===== src/rtl/seq_alu_pkg.sv =====
// Shared types for seq_alu: opcode and FSM state enums, iterator cycle count.
package seq_alu_pkg;

  typedef enum logic [3:0] {
    OP_ADD  = 4'h0,
    OP_SUB  = 4'h1,
    OP_NOT  = 4'h2,
    OP_SLL  = 4'h3,
    OP_SRL  = 4'h4,
    OP_AND  = 4'h5,
    OP_OR   = 4'h6,
    OP_SLT  = 4'h7,
    OP_BEQ  = 4'h8,
    OP_BNE  = 4'h9,
    OP_BLT  = 4'hA,
    OP_BGE  = 4'hB,
    OP_MUL  = 4'hC,
    OP_DIVU = 4'hD,
    OP_SRA  = 4'hE,
    OP_RSVD = 4'hF
  } op_e;

  typedef enum logic [1:0] {
    ST_IDLE,
    ST_BUSY,
    ST_DONE
  } state_e;

  function automatic int unsigned MULDIV_CYCLES(input int unsigned width);
    return width;
  endfunction

endpackage


===== src/rtl/seq_alu_muldiv.sv =====
// Iterative unsigned multiply (shift-add) and divide (restoring), one bit per cycle.
// lo/hi present the value of the current step, so they are final while done is high.
module seq_alu_muldiv
  import seq_alu_pkg::*;
#(
  parameter int unsigned WIDTH = 32
) (
  input  logic             clk,
  input  logic             rst_n,
  input  logic             start,
  input  logic             is_div,
  input  logic [WIDTH-1:0] a,
  input  logic [WIDTH-1:0] b,
  output logic             busy,
  output logic             done,
  output logic [WIDTH-1:0] lo,
  output logic [WIDTH-1:0] hi
);

  localparam int unsigned LAST = MULDIV_CYCLES(WIDTH) - 1;
  localparam int unsigned CW   = $clog2(MULDIV_CYCLES(WIDTH));

  logic [WIDTH-1:0] acc, acc_n, sh, sh_n, opd;
  logic [WIDTH:0]   sum, trial;
  logic             div_q;
  logic [CW-1:0]    cnt;

  // acc holds the high product / partial remainder; sh holds multiplier / quotient bits
  always_comb begin
    sum   = '0;
    trial = '0;
    acc_n = acc;
    sh_n  = sh;
    if (div_q) begin
      trial = {acc, sh[WIDTH-1]} - {1'b0, opd};
      if (!trial[WIDTH]) begin
        acc_n = trial[WIDTH-1:0];
        sh_n  = {sh[WIDTH-2:0], 1'b1};
      end else begin
        acc_n = {acc[WIDTH-2:0], sh[WIDTH-1]};
        sh_n  = {sh[WIDTH-2:0], 1'b0};
      end
    end else begin
      sum   = {1'b0, acc} + {1'b0, opd & {WIDTH{sh[0]}}};
      acc_n = sum[WIDTH:1];
      sh_n  = {sum[0], sh[WIDTH-1:1]};
    end
  end

  assign done = busy && (cnt == CW'(LAST));
  assign lo   = sh_n;
  assign hi   = acc_n;

  always_ff @(posedge clk or negedge rst_n) begin
    if (!rst_n) begin
      acc   <= '0;
      sh    <= '0;
      opd   <= '0;
      div_q <= 1'b0;
      cnt   <= '0;
      busy  <= 1'b0;
    end else if (start) begin
      acc   <= '0;
      sh    <= a;
      opd   <= b;
      div_q <= is_div;
      cnt   <= '0;
      busy  <= 1'b1;
    end else if (busy) begin
      acc <= acc_n;
      sh  <= sh_n;
      if (done) busy <= 1'b0;
      else      cnt  <= cnt + 1'b1;
    end
  end

endmodule


===== src/rtl/seq_alu.sv =====
// Handshaked ALU: single-cycle logic/arith/branch ops plus iterative MUL/DIVU.
// Define SEQ_ALU_MULDIV_EN to compile in the multiply/divide iterator.
module seq_alu
  import seq_alu_pkg::*;
#(
  parameter  int unsigned WIDTH = 32,
  localparam int unsigned SHW   = $clog2(WIDTH)
) (
  input  logic             clk,
  input  logic             rst_n,
  input  logic             in_valid,
  output logic             in_ready,
  input  logic [3:0]       op,
  input  logic [WIDTH-1:0] a,
  input  logic [WIDTH-1:0] b,
  input  logic [SHW-1:0]   shamt,
  output logic             out_valid,
  input  logic             out_ready,
  output logic [WIDTH-1:0] result,
  output logic [WIDTH-1:0] result_hi,
  output logic             zero,
  output logic             taken,
  output logic             err
);

  state_e           state_q, state_n;
  op_e              opc;
  logic [WIDTH-1:0] sc_res, sc_hi, res_q, hi_q;
  logic             sc_taken, sc_err, taken_q, err_q;
  logic             accept, load_sc, lt;

  assign opc    = op_e'(op);
  assign accept = in_valid && in_ready;
  assign lt     = $signed(a) < $signed(b);

  always_comb begin
    sc_res   = '0;
    sc_hi    = '0;
    sc_taken = 1'b0;
    sc_err   = 1'b0;
    case (opc)
      OP_ADD:  sc_res = a + b;
      OP_SUB:  sc_res = a - b;
      OP_NOT:  sc_res = ~a;
      OP_SLL:  sc_res = a << shamt;
      OP_SRL:  sc_res = a >> shamt;
      OP_AND:  sc_res = a & b;
      OP_OR:   sc_res = a | b;
      OP_SLT:  sc_res = {{(WIDTH-1){1'b0}}, lt};
      OP_BEQ:  begin sc_res = a - b; sc_taken = (a == b); end
      OP_BNE:  begin sc_res = a - b; sc_taken = (a != b); end
      OP_BLT:  begin sc_res = a - b; sc_taken = lt;       end
      OP_BGE:  begin sc_res = a - b; sc_taken = !lt;      end
      OP_SRA:  sc_res = $signed(a) >>> shamt;
`ifdef SEQ_ALU_MULDIV_EN
      OP_MUL:  sc_res = '0;
      // Only divide-by-zero completes here; other divides go to the iterator
      OP_DIVU: if (b == '0) begin sc_res = '1; sc_hi = a; sc_err = 1'b1; end
`endif
      default: sc_err = 1'b1;
    endcase
  end

`ifdef SEQ_ALU_MULDIV_EN
  logic             md_start, md_busy, md_done, iter_op, load_md;
  logic [WIDTH-1:0] md_lo, md_hi;

  assign iter_op = (opc == OP_MUL) || (opc == OP_DIVU && b != '0);

  seq_alu_muldiv #(.WIDTH(WIDTH)) u_muldiv (
    .clk    (clk),
    .rst_n  (rst_n),
    .start  (md_start),
    .is_div (opc == OP_DIVU),
    .a      (a),
    .b      (b),
    .busy   (md_busy),
    .done   (md_done),
    .lo     (md_lo),
    .hi     (md_hi)
  );

  assign in_ready = ((state_q == ST_IDLE) || (state_q == ST_DONE && out_ready)) && !md_busy;
`else
  assign in_ready = (state_q == ST_IDLE) || (state_q == ST_DONE && out_ready);
`endif

  always_comb begin
    state_n = state_q;
    load_sc = 1'b0;
`ifdef SEQ_ALU_MULDIV_EN
    md_start = 1'b0;
    load_md  = 1'b0;
`endif
    unique case (state_q)
      ST_IDLE, ST_DONE: begin
        if (accept) begin
`ifdef SEQ_ALU_MULDIV_EN
          if (iter_op) begin
            md_start = 1'b1;
            state_n  = ST_BUSY;
          end else begin
            load_sc = 1'b1;
            state_n = ST_DONE;
          end
`else
          load_sc = 1'b1;
          state_n = ST_DONE;
`endif
        end else if (state_q == ST_DONE && out_ready) begin
          state_n = ST_IDLE;
        end
      end
`ifdef SEQ_ALU_MULDIV_EN
      ST_BUSY: if (md_done) begin
        load_md = 1'b1;
        state_n = ST_DONE;
      end
`endif
      default: state_n = ST_IDLE;
    endcase
  end

  always_ff @(posedge clk or negedge rst_n) begin
    if (!rst_n) begin
      state_q <= ST_IDLE;
      res_q   <= '0;
      hi_q    <= '0;
      taken_q <= 1'b0;
      err_q   <= 1'b0;
    end else begin
      state_q <= state_n;
      if (load_sc) begin
        res_q   <= sc_res;
        hi_q    <= sc_hi;
        taken_q <= sc_taken;
        err_q   <= sc_err;
      end
`ifdef SEQ_ALU_MULDIV_EN
      else if (load_md) begin
        res_q   <= md_lo;
        hi_q    <= md_hi;
        taken_q <= 1'b0;
        err_q   <= 1'b0;
      end
`endif
    end
  end

  assign out_valid = (state_q == ST_DONE);
  assign result    = res_q;
  assign result_hi = hi_q;
  assign zero      = (res_q == '0);
  assign taken     = taken_q;
  assign err       = err_q;

endmodule


===== config.mk =====
export PLATFORM = sky130hd
export DESIGN_NAME = seq_alu
export DESIGN_NICKNAME = d
export VERILOG_FILES = /design/src/rtl/seq_alu_pkg.sv /design/src/rtl/seq_alu_muldiv.sv /design/src/rtl/seq_alu.sv
export SDC_FILE = /design/constraint.sdc
export NUM_CORES = 1
export LEC_CHECK = 0
export CAP_MARGIN = 5
export CORE_MARGIN = 3
export CORE_UTILIZATION = 25
export DETAILED_ROUTE_END_ITERATION = 10
export PLACE_DENSITY_LB_ADDON = 0.15
export RECOVER_POWER = 100
export SETUP_SLACK_MARGIN = 0.02
export SLEW_MARGIN = 10
export SYNTH_ARGS = -nofsm -noshare
export SYNTH_HDL_FRONTEND = slang
export SYNTH_SLANG_ARGS = --single-unit

===== constraint.sdc =====
create_clock -name clk -period 2.4 [get_ports clk]
set_input_delay 0.48 -clock clk [delete_from_list [all_inputs] [get_ports clk]]
set_output_delay 0.48 -clock clk [all_outputs]
set_load 0.01 [all_outputs]

After elaboration in Yosys (flattened, before gate mapping)

Cells that the tools add are included.

Input bits: 77
Logic and storage cells: 47
Output and inout port bits: 69
Bits in registers: 36

Shifts and indexed selects: 3
Eq/ne operators: 16
$lt $le $gt $ge: 1
Multiplexer cells: 8
$add $sub $neg: 2
Bitwise gates (word level): 3
Reductions and logical operators: 10

Operator list:

| kind                                                                   | number |
|---|---|
| 32-bit one-hot mux with 9 select lines                                 | 1 |
| 32-bit adder                                                           | 1 |
| 32-bit bitwise AND                                                     | 1 |
| 32-bit equality test                                                   | 1 |
| 32-bit logical NOT                                                     | 1 |
| 32-bit less-than comparator                                            | 1 |
| 32-bit != test                                                         | 1 |
| 32-bit NOT                                                             | 1 |
| 32-bit OR                                                              | 1 |
| 32-bit by 5-bit left shift with 32-bit output                          | 1 |
| 32-bit by 5-bit right shift with 32-bit output                         | 1 |
| 32-bit by 5-bit >>> shifter with 32-bit output                         | 1 |
| 32-bit subtractor                                                      | 1 |
| 4-bit equality test (second input constant)                            | 5 |
| 4-bit by 3-bit equality test with 1-bit output (second input constant) | 4 |
| 13-bit OR reduction                                                    | 1 |
| 4-bit by 2-bit equality test with 1-bit output (second input constant) | 2 |
| 2-bit 2-to-1 mux                                                       | 3 |
| 5-bit OR reduction                                                     | 1 |
| 4-bit by 1-bit equality test with 1-bit output (second input constant) | 1 |
| 4-bit logical NOT                                                      | 1 |
| 1-bit one-hot mux with 4 select lines                                  | 1 |
| 1-bit 2-to-1 mux                                                       | 3 |
| 3-bit != test (second input constant)                                  | 1 |
| 6 further kinds                                                        | 7 |

Logic depth before layout (Yosys ltp)

Gate-level depths: netlist of run 1.

Word-level depth: 6
Depth in mapped cells: 14
Gate-level depth less buffers: 13

Worst setup path after synthesis of run 1

No wires, ideal clock.

Path type: in2reg
Start point: input a[0]
End point: register res_q[28], in the netlist result[28]
Path slack: -825 ps
Cell stages on the path: 14
Data required time: 2253 ps
Buffers on the path: 1
Setup time: 147 ps
Data arrival time: 3077 ps
Cells stage by stage: clkbuf_1 > inv_1 > ha_1 > inv_1 > fa_1 > nand2b_4 > a221oi_2 > o21ai_1 > and3_1 > o311ai_4 > a21oi_2 > mux2_2 > a2111oi_0 > a22oi_1

Word-level cells in the longest chain between the ends: 2
Elaborated cells between the ends (all ways): 6
Those cells by class: add/sub: 2; shift: 3; mux: 1

RTL lines:

| element                                   | RTL line       | text |
|---|---|---|
| start, declared                           | seq_alu.sv:14  | `input logic [WIDTH-1:0] a,` |
| 32-bit subtractor (tied with other cells) | -              |  |
| 32-bit one-hot mux with 9 select lines *  | seq_alu.sv:41  | `case (opc)` |
| end signal, assigned                      | seq_alu.sv:134 | `res_q <= sc_res;` |
| end, declared                             | seq_alu.sv:28  | `logic [WIDTH-1:0] sc_res, sc_hi, res_q, hi_q;` |

Every way passes the cells marked *; elsewhere a longest branch is shown, timed or not.
A chain may end at the register's enable or synchronous reset.

Worst setup path after layout of run 1

Start point: input a[0]
End point: register res_q[26], in the netlist result[26]

Same word-level chain as after synthesis.

==> results of run 1 <==
-- power by group --
part	switching, mW	leakage (nW)	internal (mW)
clock network	0.296	0.0838	0.491
logic	2.52	8.30	2.42
registers	0.121	0.447	0.693
total	2.94	8.83	3.60
-- registers in the layout, summed over array words and instances (netlist names) --
name,cells
result,32
taken,1
err,1
state_q,1
-- cells in the mapped netlist, types with 19 or more instances --
| cell type | count |
|---|---|
| dfrtp_1 | 35 |
| buf_4 | 38 |
| o211ai_1 | 24 |
| nor4_1 | 21 |
| nor3_1 | 29 |
| o21ai_0 | 107 |
| mux2i_1 | 52 |
| clkbuf_1 | 94 |
| nand2_1 | 130 |
| mux4_2 | 45 |
| ha_1 | 96 |
| nand3_1 | 22 |
| buf_2 | 19 |
| a211oi_1 | 27 |
| o22ai_1 | 34 |
| nor2_1 | 139 |
| inv_1 | 96 |
| a21oi_1 | 137 |
-- worst reg2reg max path, stage by stage (launching register included) --
cell and delay (ns):
dfrtp_1 0.37, nand2b_1 0.09, nand2_1 0.10, buf_4 0.18
a211oi_2 0.28, nand4b_1 0.15, buf_4 0.18, a211o_1 0.29
o22ai_2 0.12, o32a_1 0.18, o41ai_2 0.08
-- final timing paths --
path	from	to	slack, ns	cells after the start
setup / recovery	a[0]	result[26]$_DFFE_PN0P_	-0.64	12
hold / removal	rst_n	result[30]$_DFFE_PN0P_	0.34	1
setup reg to reg	state_q[1]$_DFFE_PN0P_	result[23]$_DFFE_PN0P_	0.26	10
hold reg to reg	err$_DFFE_PN0P_	err$_DFFE_PN0P_	0.49	2
max in group asynchronous	rst_n	result[15]$_DFFE_PN0P_	1.44	1
min in group clk	err$_DFFE_PN0P_	err$_DFFE_PN0P_	0.49	2
-- logic make-up (layout without fill, tap and decap cells) --
family                     count (synthesis)  in the layout
adders and majority gates                 98             98
DFF                                       35             35
AOI/OAI and AO/OA                        548            548
and+or+nand+nor                          451            451
muxes                                    115            115
other                                      1             32
xor gates and xnor gates                   2              2
buffers and inverters                    257            917
-- timing repair --
| item | in CTS | in global routing |
|---|---|---|
| setup buffers | 72 | 17 |
| gates resized for setup | 557 | 120 |
| pin swaps | 127 | 75 |
| setup endpoints to repair | 34 | 34 |
| cloned | 0 | 1 |
-- per-stage QoR --
step | hold slack (ns) | utilization
CTS | 0.350 | 0.455
floorplan | 0.184 | -
global route | 0.425 | 0.469
global placement | 0.482 | 0.403
detailed placement | 0.493 | 0.403
finish | 0.341 | 0.469
-- layer usage --
layer  vias to the layer above  global-route usage  routed length (um)
met1                      7490               0.360               28100
met3                       147              0.0298                3780
met2                       574               0.457               30700
li1                       7005                   -                   -
met4                         0               0.137                4070
met5                         -                   0                   0
-- final cells by class --
type                    instances  area [sq um]  share of cell area
clock buffers                   5           125             0.00629
clock inverters                 3          43.8             0.00220
inverters                      98           400              0.0201
multi-input cells            1246         10900               0.548
flip-flops and latches         35           876              0.0440
well taps                     577           722              0.0363
repair buffers                811          6840               0.343
==> results.md, run 1 <==
- Largest stage delay, worst path: approximately 0.43 ns
- WS Path Type: in2reg
- TritonCTS Buffers: 5
- Clk sink count: 35
- DIE HEIGHT: 214 um
- Fillcell total: 4,252
- Rows: 75
- Wire per inst: 24.0 um
- Root Buffer: clkbuf_16
- Slowest CP cell: or4_4
- Synth top area cells: ha_1 11%, mux4_2 9.3%, dfrtp_1 8.1%, a21oi_1 6.3%, o21ai_0 4.9%
- Clock latency on the worst-skew pair: 0.29 ns
- Yosys warning total: 0
- Mapped cell area: 0.0109 sq mm
- Hold WC Path Type: in2async
- Outcome: complete, but fails checks
- Buf/Inv on CP: 1
- Post-synth cell types: 90
- RSZ-0062 raised after global routing: true
- Worst slack at placement: -1.66 ns
- Part of the cycle the worst path needs: 1.27
- Synthesized area per cell: between 7 and 8 sq um
- Via/cell ratio: 5.48
- Post-Place Cell Area: approximately 0.017 sq mm
- Vias: 15,200
- Slew headroom: 0.341
- Leading area contributor after synthesis: ha_1
- Most common cell after layout, fill and taps aside: buf_4
- Setup_tns: -11.05 ns
- Mux cell area share after synthesis: 0.160
- Slew @ Worst Pin: around 1 ns
- Pleak: just under 9 nW
- Pwr Total: 6.54 mW
- Maxcap violations: 0
- Max VDD drop: between 0.2 and 0.25 mV
- Final wirelength: between 60,000 and 70,000 um
- Hold_buf cts: 0
- Clock Skew: 0.00553 ns
- Most frequent cells in the layout: 600 x buf_4, 126 x nor2_1, 120 x nand2_1, 103 x a21oi_1, 76 x buf_6
- Synth Area in Compound Gates: 0.340
- Yosys reg bits: 35
- Die W: 214 um
- Final cell count without fillers: 2,775
- Min Tclk post-route: 3.04 ns
- P per Cell Area: 329 mW/mm^2
- Crit path max-delay family: compound AO/OA/AOI/OAI gates
- Fraction of layout cells with a size suffix above 1: 0.515
- Final setup viols: 32
- Yosys top cell area share: 0.111
- Initial Util: 0.256
- Buffers on Ports: approximately 110
- Final Max Tran Viols: 0
- WP data arrival: 3.22 ns
- Die footprint: 0.0460 sq mm
- Crit Path Max Fanout: 2
- Register area share after synthesis: 0.0807
- DRT antenna net count: 0
- Residual DRC: 0
- Pre-Repair DR Iteration Count: 5
- Clock Path Buffers: 2
- Violated checks: negative setup slack
- Overflow after GRT: 0
- Data required, critical path: 2.57 ns
- Mapped Cells: 1,507
- Synth Area in Adders: 0.114
- Crit-path cells: buf_8 -> ha_4 -> fa_2 -> a21o_1 -> a221o_1 -> a21oi_4 -> o31ai_4 -> or4_4 -> a31o_1 -> a2111oi_4 -> o21a_1 -> a21oi_2
- Detailed Route Iter0 Violations: about 1,400
- Antenna diodes: 0
- Most used DFF post-synth: dfrtp_1
- Worst setup SP type: input pin
- GRT Total Usage: 0.277
- Initial antenna violation count: 0
- Finished Cell Area: 0.0199 sq mm
- Final setup margin: -0.644 ns
- # IOs: between 100 and 150
- Placed insts: 2,686
- Simple logic cell fraction of the synthesized area: 0.197
- First-pass GRT wire length: just under 100,000 um
- Core region area: roughly 0.042 sq mm
- Pin count of the biggest net entering global routing: 36
- Clock Pin Slew Worst Setup and Hold Paths: 0.07 ns
- FMAX: 328 MHz
- Final Hold Fails: 0
- Nets: 2,372
- Area grow syn2layout: 83.4%
- Asr flop ratio synth: 1.00
- CTS tree: done
- H-tree Lvls: 2
- Largest family of logic cells by synthesized area: compound AO/OA/AOI/OAI gates
- Gp weighted congestion: 0.971
- CP Capture Type: flip-flop
- Post-synth EDFFs: 0
- Vias in the first global route: 15,400
- Hpwl dp: 53,400 um
- Area share of xor/xnor cells in the synthesized design: 0.00161
(Power assumes the default switching activity.)
==> run 2: changes to the inputs <==
--- a/config.mk
+++ b/config.mk
@@ -12,7 +12,8 @@
 export PLACE_DENSITY_LB_ADDON = 0.15
 export RECOVER_POWER = 100
 export SETUP_SLACK_MARGIN = 0.02
-export SLEW_MARGIN = 10
+export SLEW_MARGIN = 20
 export SYNTH_ARGS = -nofsm -noshare
 export SYNTH_HDL_FRONTEND = slang
+export SYNTH_HIERARCHICAL = 1
 export SYNTH_SLANG_ARGS = --single-unit
==> results of run 2 <==
Final layout, timing and power as in run 1 (identical DEF).
Among the figures that moved: Yosys warning count 0 -> 6
